==> config.mk <==
export PLATFORM = sky130hd
export DESIGN_NAME = coin_credit_acc_flat
export DESIGN_NICKNAME = d
export VERILOG_FILES = /design/src/rtl/coin_credit_acc_if.sv /design/src/rtl/coin_credit_acc.sv /design/src/flat_wrapper.sv
export SDC_FILE = /design/constraint.sdc
export NUM_CORES = 1
export LEC_CHECK = 0
export ABC_AREA = 1
export CAP_MARGIN = 5
export CORE_UTILIZATION = 55
export CTS_CLUSTER_DIAMETER = 150
export DETAILED_ROUTE_END_ITERATION = 8
export PLACE_DENSITY = 0.8
export SYNTH_ARGS = -nofsm -noshare
export SYNTH_HDL_FRONTEND = slang
export SYNTH_SLANG_ARGS = --single-unit
==> constraint.sdc <==
create_clock -name CLK1 -period 3.1 [get_ports CLK1]
set_input_delay 0.62 -clock CLK1 [delete_from_list [all_inputs] [get_ports CLK1]]
set_output_delay 0.62 -clock CLK1 [all_outputs]
set_load 0.02 [all_outputs]
==> src/rtl/coin_credit_acc_if.sv <==
// coin_credit_acc_if: payment-side bus between the coin/buy/selector sources,
// the dispenser FSM and the coin credit accumulator.
// The accumulator is the slave; whoever drives coins, buttons and Li is the master.
interface coin_credit_acc_if #(
  parameter int CW = 5
);
  logic          COIN1;
  logic          COIN5;
  logic          BUY;
  logic          CANCEL;
  logic [3:0]    SA;
  logic          Li;
  logic [2:0]    CIN;
  logic          E;
  logic          CHG;
  logic [CW-1:0] CREDIT;
  logic          BUSY;
  logic          ERR;

  modport master (
    output COIN1, COIN5, BUY, CANCEL, SA, Li,
    input  CIN, E, CHG, CREDIT, BUSY, ERR
  );

  modport slave (
    input  COIN1, COIN5, BUY, CANCEL, SA, Li,
    output CIN, E, CHG, CREDIT, BUSY, ERR
  );
endinterface

==> src/rtl/coin_credit_acc.sv <==
// coin_credit_acc: payment front-end of the beverage dispenser.
// Accumulates coins into a saturating credit, sells the selection SA at
// price SA+PRICE_OFS, signals the dispenser (CIN/E), returns change and
// waits for the dispenser's Li before the next sale.
// Optional feature macro: CHANGE_RETURN_EN -- when defined the remainder of a
// sale is paid out on CHG; otherwise it stays in CREDIT as carry-over.
module coin_credit_acc #(
  parameter int CW         = 5,
  parameter int PRICE_OFS  = 2,
  parameter int LI_TIMEOUT = 63
) (
  input  logic             CLK1,
  input  logic             ResetManual,
  coin_credit_acc_if.slave bus
);

  localparam int AW = CW + 4;                   // headroom for credit + 6
  localparam int PW = CW + 1;                   // price width
  localparam int TW = $clog2(LI_TIMEOUT + 1);   // Li wait timer width
  localparam logic [AW-1:0] CMAX_W = AW'((1 << CW) - 1);

  typedef enum logic [1:0] {
    ST_IDLE    = 2'd0,
    ST_SALE    = 2'd1,
    ST_CHANGE  = 2'd2,
    ST_WAIT_LI = 2'd3
  } state_t;

  state_t        state_q,     state_d;
  logic [CW-1:0] credit_q,    credit_d;
  logic [CW-1:0] refund_q,    refund_d;
  logic [CW-1:0] price_q,     price_d;
  logic          from_sale_q, from_sale_d;
  logic [TW-1:0] timer_q,     timer_d;
  logic          err_q,       err_d;
  logic [2:0]    cin_q,       cin_d;
  logic          e_q,         e_d;
  logic          chg_q,       chg_d;
  logic          busy_q,      busy_d;
  logic          armed_q,     armed_d;   // BUY has been seen low since the last sale

  logic          coin_s;
  logic [AW-1:0] add_s;
  logic [AW-1:0] sum_s;
  logic [CW-1:0] sat_s;
  logic [PW-1:0] price_s;
  logic [CW-1:0] remain_s;
  logic          buy_ok_s;

  // Coins are added before the buy comparison, so the sale sees post-add credit.
  assign coin_s   = bus.COIN1 | bus.COIN5;
  assign add_s    = (bus.COIN1 ? AW'(1) : AW'(0)) + (bus.COIN5 ? AW'(5) : AW'(0));
  assign sum_s    = AW'(credit_q) + add_s;
  assign sat_s    = (sum_s > CMAX_W) ? {CW{1'b1}} : sum_s[CW-1:0];
  assign price_s  = PW'(bus.SA) + PW'(PRICE_OFS);
  assign buy_ok_s = bus.BUY & armed_q & (bus.SA != 4'd0) & ({1'b0, sat_s} >= price_s);
  assign remain_s = credit_q - price_q;
  assign busy_d   = (state_d != ST_IDLE);

  // Next state plus next value of every registered output.
  always_comb begin
    state_d     = state_q;
    credit_d    = credit_q;
    refund_d    = refund_q;
    price_d     = price_q;
    from_sale_d = from_sale_q;
    timer_d     = timer_q;
    err_d       = err_q;
    cin_d       = cin_q;
    e_d         = 1'b0;
    chg_d       = 1'b0;
    armed_d     = armed_q | ~bus.BUY;
    case (state_q)
      ST_IDLE: begin
        credit_d = sat_s;
        if (coin_s) begin
          err_d = 1'b0;
        end else begin
          err_d = err_q;
        end
        if (bus.CANCEL) begin
          // CANCEL outranks BUY; an empty credit makes it a no-op.
          if (sat_s != {CW{1'b0}}) begin
            state_d     = ST_CHANGE;
            refund_d    = sat_s;
            from_sale_d = 1'b0;
          end else begin
            state_d = ST_IDLE;
          end
        end else if (buy_ok_s) begin
          state_d = ST_SALE;
          e_d     = 1'b1;
          cin_d   = 3'b111;
          price_d = price_s[CW-1:0];   // price fits: it is <= credit
          armed_d = 1'b0;
        end else begin
          state_d = ST_IDLE;
        end
      end
      ST_SALE: begin
        credit_d    = remain_s;
`ifdef CHANGE_RETURN_EN
        refund_d    = remain_s;
`else
        refund_d    = {CW{1'b0}};
`endif
        from_sale_d = 1'b1;
        state_d     = ST_CHANGE;
      end
      ST_CHANGE: begin
        if (refund_q != {CW{1'b0}}) begin
          chg_d    = 1'b1;
          refund_d = refund_q - CW'(1);
          credit_d = credit_q - CW'(1);
        end else if (from_sale_q) begin
          state_d = ST_WAIT_LI;
          timer_d = {TW{1'b0}};
        end else begin
          state_d = ST_IDLE;
        end
      end
      ST_WAIT_LI: begin
        credit_d = sat_s;
        if (coin_s) begin
          err_d = 1'b0;
        end else begin
          err_d = err_q;
        end
        if (bus.Li) begin
          cin_d   = 3'b000;
          state_d = ST_IDLE;
        end else if (timer_q == TW'(LI_TIMEOUT - 1)) begin
          // Timeout takes precedence over a coin clearing ERR in the same cycle.
          err_d   = 1'b1;
          cin_d   = 3'b000;
          state_d = ST_IDLE;
        end else begin
          timer_d = timer_q + TW'(1);
        end
      end
      default: begin
        state_d = ST_IDLE;
      end
    endcase
  end

  // State and output registers; ResetManual clears everything immediately.
  always_ff @(posedge CLK1 or posedge ResetManual) begin
    if (ResetManual) begin
      state_q     <= ST_IDLE;
      credit_q    <= {CW{1'b0}};
      refund_q    <= {CW{1'b0}};
      price_q     <= {CW{1'b0}};
      from_sale_q <= 1'b0;
      timer_q     <= {TW{1'b0}};
      err_q       <= 1'b0;
      cin_q       <= 3'b000;
      e_q         <= 1'b0;
      chg_q       <= 1'b0;
      busy_q      <= 1'b0;
      armed_q     <= 1'b1;
    end else begin
      state_q     <= state_d;
      credit_q    <= credit_d;
      refund_q    <= refund_d;
      price_q     <= price_d;
      from_sale_q <= from_sale_d;
      timer_q     <= timer_d;
      err_q       <= err_d;
      cin_q       <= cin_d;
      e_q         <= e_d;
      chg_q       <= chg_d;
      busy_q      <= busy_d;
      armed_q     <= armed_d;
    end
  end

  assign bus.CIN    = cin_q;
  assign bus.E      = e_q;
  assign bus.CHG    = chg_q;
  assign bus.CREDIT = credit_q;
  assign bus.BUSY   = busy_q;
  assign bus.ERR    = err_q;

endmodule

==> src/flat_wrapper.sv <==
// flat-port wrapper written by rule: the top's interface ports become plain ports
module coin_credit_acc_flat 
#(
  parameter int CW         = 5,
  parameter int PRICE_OFS  = 2,
  parameter int LI_TIMEOUT = 63
)
  (CLK1, ResetManual, bus_COIN1, bus_COIN5, bus_BUY, bus_CANCEL, bus_SA, bus_Li, bus_CIN, bus_E, bus_CHG, bus_CREDIT, bus_BUSY, bus_ERR);
  coin_credit_acc_if #(.CW(CW)) bus_i ();
  input  logic CLK1;
  input  logic ResetManual;
  input wire logic [$bits(bus_i.COIN1)-1:0] bus_COIN1;
  input wire logic [$bits(bus_i.COIN5)-1:0] bus_COIN5;
  input wire logic [$bits(bus_i.BUY)-1:0] bus_BUY;
  input wire logic [$bits(bus_i.CANCEL)-1:0] bus_CANCEL;
  input wire logic [$bits(bus_i.SA)-1:0] bus_SA;
  input wire logic [$bits(bus_i.Li)-1:0] bus_Li;
  output wire logic [$bits(bus_i.CIN)-1:0] bus_CIN;
  output wire logic [$bits(bus_i.E)-1:0] bus_E;
  output wire logic [$bits(bus_i.CHG)-1:0] bus_CHG;
  output wire logic [$bits(bus_i.CREDIT)-1:0] bus_CREDIT;
  output wire logic [$bits(bus_i.BUSY)-1:0] bus_BUSY;
  output wire logic [$bits(bus_i.ERR)-1:0] bus_ERR;
  assign bus_i.COIN1 = bus_COIN1;
  assign bus_i.COIN5 = bus_COIN5;
  assign bus_i.BUY = bus_BUY;
  assign bus_i.CANCEL = bus_CANCEL;
  assign bus_i.SA = bus_SA;
  assign bus_i.Li = bus_Li;
  assign bus_CIN = bus_i.CIN;
  assign bus_E = bus_i.E;
  assign bus_CHG = bus_i.CHG;
  assign bus_CREDIT = bus_i.CREDIT;
  assign bus_BUSY = bus_i.BUSY;
  assign bus_ERR = bus_i.ERR;
  coin_credit_acc #(.CW(CW), .PRICE_OFS(PRICE_OFS), .LI_TIMEOUT(LI_TIMEOUT)) u_core (.CLK1(CLK1), .ResetManual(ResetManual), .bus(bus_i));
endmodule
==> summary.md <==
| Metric | Value |
|---|---|
| Outcome | complete, no violations |
| Worst setup SP type | input port |
| Top post-synthesis cells by area | sky130_fd_sc_hd__dfrtp_1, sky130_fd_sc_hd__nand2_1, sky130_fd_sc_hd__ha_1 |
| Post-route fraction of the period consumed by the critical path | 0.9337 |
| WP data required | between 3 and 4 ns |
| Worst-case headroom to the max-slew limit | 0.5911 |
| Leakage power of the design | about 1.5 nW |
| Count of warnings emitted by yosys | 0 |
| Total chip power | around 3.1 mW |
| Post-detailed-route via-to-cell ratio | slightly above 5 |
| Cell count after placement | just under 400 |
| Total number of H-tree levels | 2 |
| HPWL after detailed placement | 3890 um |
| Overall via count from detail_route | 2,028 |
| Slew Viols, Final | 0 |
| Reg-to-reg setup timing slack | ~0.52 ns |
| Core Region | just over 0.004 sq mm |
| Nets | between 300 and 400 |
| Antenna violations before repair | 0 |
| Effective utilization at floorplan | 0.5730 |
| Minimum setup slack in the final design | around 0.2 ns |
| Initial drt markers | 123 |
| Cell accounting for the most synthesized area | sky130_fd_sc_hd__dfrtp_1 |
| Worst Setup Path Type | input port to flip-flop |
| Number of enable-type register cells in the synthesized netlist | 0 |
| Endpoint of the worst-slack reg-to-reg timing path | u_core.price_q[2]$_DFFE_PP0P_ |
| Routed Wire Length | about 4900 um |
| Width of the die | 66.79 um |
| Worst setup slack after placement | -0.2310 ns |
| CTS tree | done |
| Post-Synthesis Mean Instance Area | 7.423 sq um |
| VDD IR-drop max | 0.0006455 V |
| Post-synth net total | around 350 |
| Top FF cell, synth | sky130_fd_sc_hd__dfrtp_1 |
| Overall track demand over capacity in global routing | 0.2485 |
| Layout-stage area growth over the synthesis result | 20.54% |
| Setup TNS | 0 ns |
| Pwr Density | ~1100 mW/mm^2 |
| Post-CTS repair timing setup buffer count | 0 |
| Vertical extent of the die | ~67 um |
| Dominant cell by count in the synthesized netlist | sky130_fd_sc_hd__nand2_1 |
| Area share of the largest cell type after synthesis | 0.3144 |
| Hold Vio Cnt, Final | 0 |
| First-pass GRT wire length | 8238 um |
| Worst-path clk slew | around 0.060 ns |
| # Max-Cap Violations | 0 |
| Sequential-to-total area share from yosys stat | 0.3257 |
| Root Driver | sky130_fd_sc_hd__clkbuf_8 |
| Launching instance or port of the critical path | bus_COIN1 |
| Final setup vio count | 0 |
| Yosys cell types | 37 |
| Average wire length per cell after detail routing | about 12 um |
| GRT overflow | 0 |
| Num ports | 23 |
| Pin slew with the least headroom to its limit | 0.6126 ns |
| CTS Buffer Depth | 2 |
| Worst hold margin | ~0.48 ns |
| R2R cell count | 15 |
| Antenna diodes | 0 |
| Top cell types by occurrence after synthesis | sky130_fd_sc_hd__nand2_1, sky130_fd_sc_hd__inv_1, sky130_fd_sc_hd__dfrtp_1, sky130_fd_sc_hd__nand3_1, sky130_fd_sc_hd__ha_1 |
| Crit path arrival time | 3.07 ns |
| GPL Wtd Cong | about 0.92 |
| Reg2reg start | u_core.bus.CREDIT[0]$_DFFE_PP0P_ |
| Total clock sinks | 30 |
| Remaining antenna violation count | 0 |
| Final min period | approximately 2.9 ns |
| Area enclosed by the die boundary | between 0.004 and 0.005 sq mm |
| Layout cell share with drive strength beyond 1 | 0.1506 |
| Post-synthesis instance total | 311 |
| Summed instance area of the synthesized netlist | 0.002308 sq mm |
| Register bit total from synthesis | 30 |
| Total CTS buffers | 5 |
| DRC violation count after routing | 0 |
| Insertion delay of the later-clocked pin in the worst-skew pair | about 0.29 ns |
| Type of element capturing the critical path | flip-flop |
| Row Count | 23 |
| Drt pass-1 iters | 4 |
| Final cell count without fillers | about 400 |
| Max frequency | 0.3455 GHz |
| Setup skew after layout | around 0.0074 ns |
| Async set-or-reset flop fraction in the synthesized netlist | 1.000 |
| Port Buf Inserts | 22 |
| Via count of the first global-routing pass | 1,859 |
| Crit Path Max Fanout | 5 |
| Hold/Removal Path Class | flip-flop to flip-flop |
| Maximum number of pins on one net before global-route repair | 17 |
| Worst setup path endpoint | u_core.price_q[2]$_DFFE_PP0P_ |
[cell type report]
class / instances / area, sq um
well taps: 50 / 62.56
inverters: 54 / 203.9
clock buffers: 6 / 82.58
flip-flops and latches: 30 / 752.0
repair buffers: 36 / 327.8
clock inverters: 2 / 12.51
multi-input cells: 224 / 1341
fillers: 336 / 1246
[flip-flops by register name (all words and copies together), names as in the netlist]
| signal | count |
|---|---|
| u_core.timer_q | 6 |
| u_core.bus.BUSY | 1 |
| u_core.refund_q | 5 |
| u_core.price_q | 5 |
| u_core.bus.CREDIT | 5 |
| u_core.bus.ERR | 1 |
| u_core.from_sale_q | 1 |
| u_core.bus.CHG | 1 |
| u_core.bus.E | 1 |
| u_core.armed_q | 1 |
| u_core.state_q | 2 |
| u_core.bus.CIN | 1 |
[worst min-delay path by stage]
stage                                         from                        endpoint  slack (ns)  depth (start not counted)
floorplan           u_core.from_sale_q$_DFFE_PP0P_  u_core.from_sale_q$_DFFE_PP0P_        0.44                          2
CTS                 u_core.refund_q[1]$_DFFE_PP0P_  u_core.refund_q[1]$_DFFE_PP0P_        0.47                          2
detailed placement  u_core.refund_q[1]$_DFFE_PP0P_  u_core.refund_q[1]$_DFFE_PP0P_        0.46                          2
global placement    u_core.refund_q[1]$_DFFE_PP0P_  u_core.refund_q[1]$_DFFE_PP0P_        0.46                          2
finish              u_core.refund_q[1]$_DFFE_PP0P_  u_core.refund_q[1]$_DFFE_PP0P_        0.48                          2
global route        u_core.refund_q[1]$_DFFE_PP0P_  u_core.refund_q[1]$_DFFE_PP0P_        0.50                          2
[cell usage in the layout (no fill, tap or decap), types with 2 or more instances in the layout]
cell type	instances
sky130_fd_sc_hd__nand2_1	95
sky130_fd_sc_hd__inv_1	49
sky130_fd_sc_hd__dfrtp_1	29
sky130_fd_sc_hd__nand3_1	28
sky130_fd_sc_hd__ha_1	21
sky130_fd_sc_hd__clkdlybuf4s50_1	21
sky130_fd_sc_hd__buf_4	14
sky130_fd_sc_hd__o21ai_0	11
sky130_fd_sc_hd__nand4_1	9
sky130_fd_sc_hd__nor2_1	8
sky130_fd_sc_hd__nand2_2	7
sky130_fd_sc_hd__nor2_2	6
sky130_fd_sc_hd__clkbuf_8	6
sky130_fd_sc_hd__xor2_1	5
sky130_fd_sc_hd__inv_2	4
sky130_fd_sc_hd__a21oi_1	4
sky130_fd_sc_hd__o21ai_1	4
sky130_fd_sc_hd__a31oi_1	3
sky130_fd_sc_hd__nand3b_1	2
sky130_fd_sc_hd__o21bai_1	2
sky130_fd_sc_hd__o21ai_2	2
sky130_fd_sc_hd__clkinv_2	2
[per-layer routing]
metal,global-route usage,wire (um)
met1,0.3362,2353
met3,0.04966,233
met2,0.3927,2211
met5,0,0
met4,0.08245,79
[critical path: stages]
cell and delay [ns]:
sky130_fd_sc_hd__clkdlybuf4s50_1 0.44, sky130_fd_sc_hd__fa_2 0.36, sky130_fd_sc_hd__ha_2 0.20, sky130_fd_sc_hd__or2_1 0.24, sky130_fd_sc_hd__nand2_1 0.06, sky130_fd_sc_hd__nand3_1 0.10
sky130_fd_sc_hd__ha_1 0.29, sky130_fd_sc_hd__nand2_1 0.04, sky130_fd_sc_hd__inv_1 0.07, sky130_fd_sc_hd__nand4_1 0.07, sky130_fd_sc_hd__nand3_1 0.13, sky130_fd_sc_hd__nand2_2 0.11
sky130_fd_sc_hd__nor2_4 0.17, sky130_fd_sc_hd__inv_2 0.07, sky130_fd_sc_hd__nand2_1 0.06, sky130_fd_sc_hd__nand2_1 0.05
[logic make-up after synthesis]
kind of cell / synth area share
DFF: 0.3257
AOI/OAI and AO/OA: 0.08672
and+or+nand+nor: 0.3290
adders and majority gates: 0.1366
buffers and inverters: 0.09918
xor gates and xnor gates: 0.02276
[power by group]
| part | total, mW | switching (mW) | internal (mW) |
|---|---|---|---|
| registers | 0.700 | 0.145 | 0.555 |
| logic | 2.04 | 1.20 | 0.839 |
| clock network | 0.332 | 0.154 | 0.178 |
[per-stage QoR]
step / utilization / instance area (sq um)
6_report: 0.6907 / 2783
5_1_grt: 0.6907 / 2783
4_1_cts: 0.6866 / 2766
3_5_place_dp: 0.6630 / 2671
3_3_place_gp: 0.6630 / 2671
2_1_floorplan: - / 2308
[what timing repair did]
item	4_1_cts	5_1_grt
hold buffers	0	0
gates resized for setup	0	4
setup endpoints to repair	0	10
Note: power is estimated with default switching activity, not from simulation.
